--- src/rtl/serial_to_parallel.sv ---
// serial_to_parallel: LSB-first serial-in, parallel-out deserializer with a one-word holding register.
// Optional feature macro SER_PARITY_EN: each frame carries a trailing even-parity bit reported on out_perr.
// Ports:
//   clk, rst_n                  clock, asynchronous active-low reset
//   clr                         synchronous clear of any partial frame (held word untouched)
//   s_valid, s_bit, s_ready     serial bit input handshake
//   out_valid, out_ready        word output handshake
//   out_data, out_perr          assembled word (first bit in bit 0) and its parity error flag
module serial_to_parallel #(
    parameter int WIDTH = 8
) (
    input  logic             clk,
    input  logic             rst_n,
    input  logic             clr,
    input  logic             s_valid,
    input  logic             s_bit,
    output logic             s_ready,
    output logic             out_valid,
    input  logic             out_ready,
    output logic [WIDTH-1:0] out_data,
    output logic             out_perr
);
    localparam int CW = $clog2(WIDTH + 1);
`ifdef SER_PARITY_EN
    typedef enum logic [1:0] {S_IDLE, S_DATA, S_PAR} state_t;
    logic perr_q, perr_d;
`else
    typedef enum logic {S_IDLE, S_DATA} state_t;
`endif
    state_t state_q, state_d;
    logic [CW-1:0] cnt_q, cnt_d;
    logic [WIDTH-1:0] sh_q, sh_d, data_q, data_d, shifted;
    logic valid_q, valid_d, pending, accept, complete;
    assign shifted = {s_bit, sh_q[WIDTH-1:1]};
    // pending: the next accepted bit closes the frame and needs the holding register
`ifdef SER_PARITY_EN
    assign pending = state_q == S_PAR;
    assign out_perr = perr_q;
`else
    assign pending = cnt_q == CW'(WIDTH - 1);
    assign out_perr = 1'b0;
`endif
    assign s_ready = !(pending && valid_q && !out_ready);
    assign accept = s_valid && s_ready && !clr;
    assign complete = accept && pending;
    assign out_valid = valid_q;
    assign out_data = data_q;
    always_comb begin
        state_d = state_q;
        cnt_d = cnt_q;
        sh_d = sh_q;
        data_d = data_q;
        valid_d = valid_q && !out_ready;
`ifdef SER_PARITY_EN
        perr_d = perr_q;
`endif
        if (clr) begin
            state_d = S_IDLE;
            cnt_d = '0;
            sh_d = '0;
        end else if (complete) begin
            state_d = S_IDLE;
            cnt_d = '0;
            valid_d = 1'b1;
`ifdef SER_PARITY_EN
            data_d = sh_q;
            perr_d = ^sh_q ^ s_bit;
`else
            data_d = shifted;
            sh_d = shifted;
`endif
        end else if (accept) begin
            sh_d = shifted;
            cnt_d = cnt_q + 1'b1;
`ifdef SER_PARITY_EN
            state_d = (cnt_q == CW'(WIDTH - 1)) ? S_PAR : S_DATA;
`else
            state_d = S_DATA;
`endif
        end
    end
    always_ff @(posedge clk or negedge rst_n) begin
        if (!rst_n) begin
            state_q <= S_IDLE;
            cnt_q <= '0;
            sh_q <= '0;
            data_q <= '0;
            valid_q <= 1'b0;
`ifdef SER_PARITY_EN
            perr_q <= 1'b0;
`endif
        end else begin
            state_q <= state_d;
            cnt_q <= cnt_d;
            sh_q <= sh_d;
            data_q <= data_d;
            valid_q <= valid_d;
`ifdef SER_PARITY_EN
            perr_q <= perr_d;
`endif
        end
    end
endmodule

--- config.mk ---
export PLATFORM = sky130hd
export DESIGN_NAME = serial_to_parallel
export DESIGN_NICKNAME = d
export VERILOG_FILES = /design/src/rtl/serial_to_parallel.sv
export SDC_FILE = /design/constraint.sdc
export NUM_CORES = 1
export LEC_CHECK = 0
export ABC_AREA = 1
export ABC_CLOCK_PERIOD_IN_PS = 1600
export CAP_MARGIN = 10
export CORE_MARGIN = 4
export CORE_UTILIZATION = 35
export CTS_CLUSTER_SIZE = 40
export DETAILED_ROUTE_END_ITERATION = 7
export PLACE_DENSITY = 0.56
export SYNTH_ARGS = -nofsm -noshare
export SYNTH_HDL_FRONTEND = slang
export SYNTH_SLANG_ARGS = --single-unit
--- constraint.sdc ---
create_clock -name clk -period 1.6 [get_ports clk]
set_input_delay 0.32 -clock clk [delete_from_list [all_inputs] [get_ports clk]]
set_output_delay 0.32 -clock clk [all_outputs]
set_load 0.05 [all_outputs]
==> results_dict.tcl <==
set metrics [dict create \
    cpPeakStageDelay_ns 0.37 \
    yosysWarnings 0 \
    yosys-top-cells-area "dfrtp_1 (52%), nand2_1 (8.6%), o21ai_2 (7.3%)" \
    synth_cells 102 \
    tns_ns 0 \
    whs_ns 0.342 \
    drt_iter0_drc 14 \
    clock_skew_ns 0.00816 \
    setup_viol 0 \
    worst_slack_ns 0.0224 \
    ys_seq_area_frac 0.522 \
    pwr-share-comb 0.082 \
    num_vias 743 \
    status "finished clean" \
    htreeDepth 1 \
    antenna_cells 0 \
    cts_tree "built" \
    cts-buffers-inserted 3 \
    drc 0 \
    leakagePower_uw 0.000674 \
    wl_per_cell_um 11.3 \
    crit_fanout 2 \
    first_global_vias 745 \
    worst_ep_arrival_time_ns 1.26 \
    first_pass_iters 3 \
    clkTransAtPathRegs_ns 0.12 \
    grt_pass1_wl_mm 3.24 \
    synth.distinct_cells 18 \
    grt_usage 0.117 \
    cts-root-buf "clkbuf_4" \
    worstReg2RegStart "cnt_q[0]$_DFFE_PN0P_" \
    routabilityCongestion 0.745 \
    die_w_um 60.3 \
    syn_area_um2 958 \
    insertion_delay_ns 0.30 \
    switching_power_uw 210 \
    rows 18 \
    ant_nets 0 \
    final-max-slew-violation-count 0 \
    max-clock-path-buffers 2 \
    ir_worst_vdd_mv 0.721 \
    grt_overflow 0 \
    drive_gt1_frac 0.323 \
    max_freq_mhz 634 \
    fin_cells 160 \
    required_ns 1.28 \
    syn-num-nets 109 \
    grt_max_degree 21 \
    critPathLaunch "cnt_q[0]$_DFFE_PN0P_" \
    crit_path_start_kind "flop" \
    synth-seq-cells 20 \
    die_area_um2 3640 \
    power_density_nw_per_um2 803 \
    start_util 0.377 \
    vias_per_cell 4.64 \
    avgSynthCellArea_um2 9.40 \
    nets 138 \
    area_growth_pct 31.3 \
    fin_crit_sh 0.986 \
    yosys.area.top_type "dfrtp_1" \
    drv_cap 0 \
    dpl.cell_count 149 \
    seqPwrFrac 0.512 \
    switching_share 0.208 \
    layout_min_cycle_time_ns 1.58 \
    rsz0062_at_grt "true" \
    p_clk_frac 0.405 \
    critical_path_class "reg -> out" \
    wl_mm 1.82 \
    cp_slowest_cell "dfrtp_1" \
    hp-class "in -> async" \
    io_pins 17 \
    synth_top_area_share 0.522 \
    clock_sinks 20 \
    die_height_um 60.3 \
    setup.worst_path.end_class "output port" \
    antenna_found_initial 0 \
    p_int_uw 801 \
    place_ws_ns -0.0376 \
    fillerInstances 266 \
    hold_viol_final 0 \
    dp_hpwl_mm 1.21 \
    coreArea_um2 2540 \
    cp_cell_sequence "ha_2 -> nand2_2 -> nor2_4 -> nand2_4 -> buf_12" \
    portBuffers 15 \
]
critical path, delay by kind of cell, from the launching register on:
| family | cells | cell delay (ns) |
|---|---|---|
| buf+inv | 1 | 0.14 |
| simple gates | 3 | 0.26 |
| fa+ha+maj | 1 | 0.19 |
| flops | 1 | 0.37 |
through the flow:
stage,utilization,total power (µW),cell area (µm²)
2_1_floorplan,-,566,958
3_3_place_gp,0.450,601,1150
3_5_place_dp,0.450,602,1150
4_1_cts,0.492,1030,1250
5_1_grt,0.495,1060,1260
6_report,0.495,1010,1260
path summary, 6_finish.rpt:
| kind | endpoint | slack [ns] | cells past startpoint |
|---|---|---|---|
| worst max-delay path | s_ready | 0.02 | 5 |
| worst min-delay path | out_data[3]$_DFFE_PN0P_ | 0.34 | 2 |
| worst max register to register | out_data[6]$_DFFE_PN0P_ | 0.15 | 7 |
| worst min register to register | out_data[1]$_DFFE_PN0P_ | 0.50 | 2 |
| max in group asynchronous | out_data[7]$_DFFE_PN0P_ | 1.03 | 2 |
| min in group clk | out_data[1]$_DFFE_PN0P_ | 0.50 | 2 |
flip-flops by register name, indices dropped and copies added, names as in the netlist:
signal     count
cnt_q          4
out_data       8
out_valid      1
sh_q           7
power groups by stage:
stage,sequential [µW],clock [µW],combinational [µW]
3_5_place_dp,529,0,73.1
2_1_floorplan,528,0,38.0
4_1_cts,518,430,81.6
3_3_place_gp,529,0,72.5
6_report,518,410,83.4
5_1_grt,519,448,94.4
layer usage:
metal	global-route usage	wire length [µm]	up-vias
met5	0	0	-
met4	0.0253	15	0
met3	0.0404	75	2
met2	0.191	837	10
met1	0.151	887	349
li1	-	-	382
cells in the mapped netlist (all sizes together):
| library cell | number |
|---|---|
| inv | 15 |
| dfrtp | 20 |
| nor3b | 1 |
| conb | 1 |
| nand4 | 9 |
| ha | 1 |
| nor2 | 3 |
| o21ai | 8 |
| nand2 | 25 |
| xor2 | 1 |
| o21bai | 1 |
| buf | 5 |
| nand3 | 12 |
kinds of logic after synthesis:
family | synth area share
XOR/XNOR | 0.00914
adder cells (fa/ha/maj) | 0.0131
AO/OA/AOI/OAI | 0.0809
other | 0.00391
buffers and inverters | 0.101
flip-flops | 0.522
AND/OR/NAND/NOR | 0.270
cell usage in the layout, fill, tap and decap left out:
cell type | Yosys | routed
nand4_1 | 8 | 8
clkbuf_4 | 0 | 3
ha_2 | 0 | 1
o21bai_1 | 1 | 1
buf_4 | 1 | 23
nand4_4 | 1 | 1
bufinv_16 | 0 | 1
nand2_2 | 3 | 2
o21ai_2 | 8 | 8
buf_12 | 0 | 1
nor3b_1 | 1 | 1
dfrtp_1 | 20 | 20
nand3_1 | 12 | 12
nor2_4 | 1 | 1
inv_1 | 15 | 15
nand2_1 | 22 | 22
xor2_1 | 1 | 1
nand2_4 | 0 | 1
clkdlybuf4s50_1 | 0 | 5
nor2_1 | 2 | 2
conb_1 | 1 | 1
cell type report:
type	instances	area, µm²	area share
flip-flops and latches	20	500	0.398
clock buffers	3	22.5	0.0179
repair buffers	29	243	0.193
well taps	30	37.5	0.0298
inverters	15	56.3	0.0447
clock inverters	1	30.0	0.0239
multi-input cells	62	369	0.293
what timing repair did:
item | in CTS | in global routing
cloned | 0 | 0
hold buffers | 0 | 0
gates resized for setup | 2 | 0
endpoints found under the setup margin | 1 | 4
buffers inserted | 6 | 1
pin swaps | 3 | 1
Power figures use the tool's default switching activity.
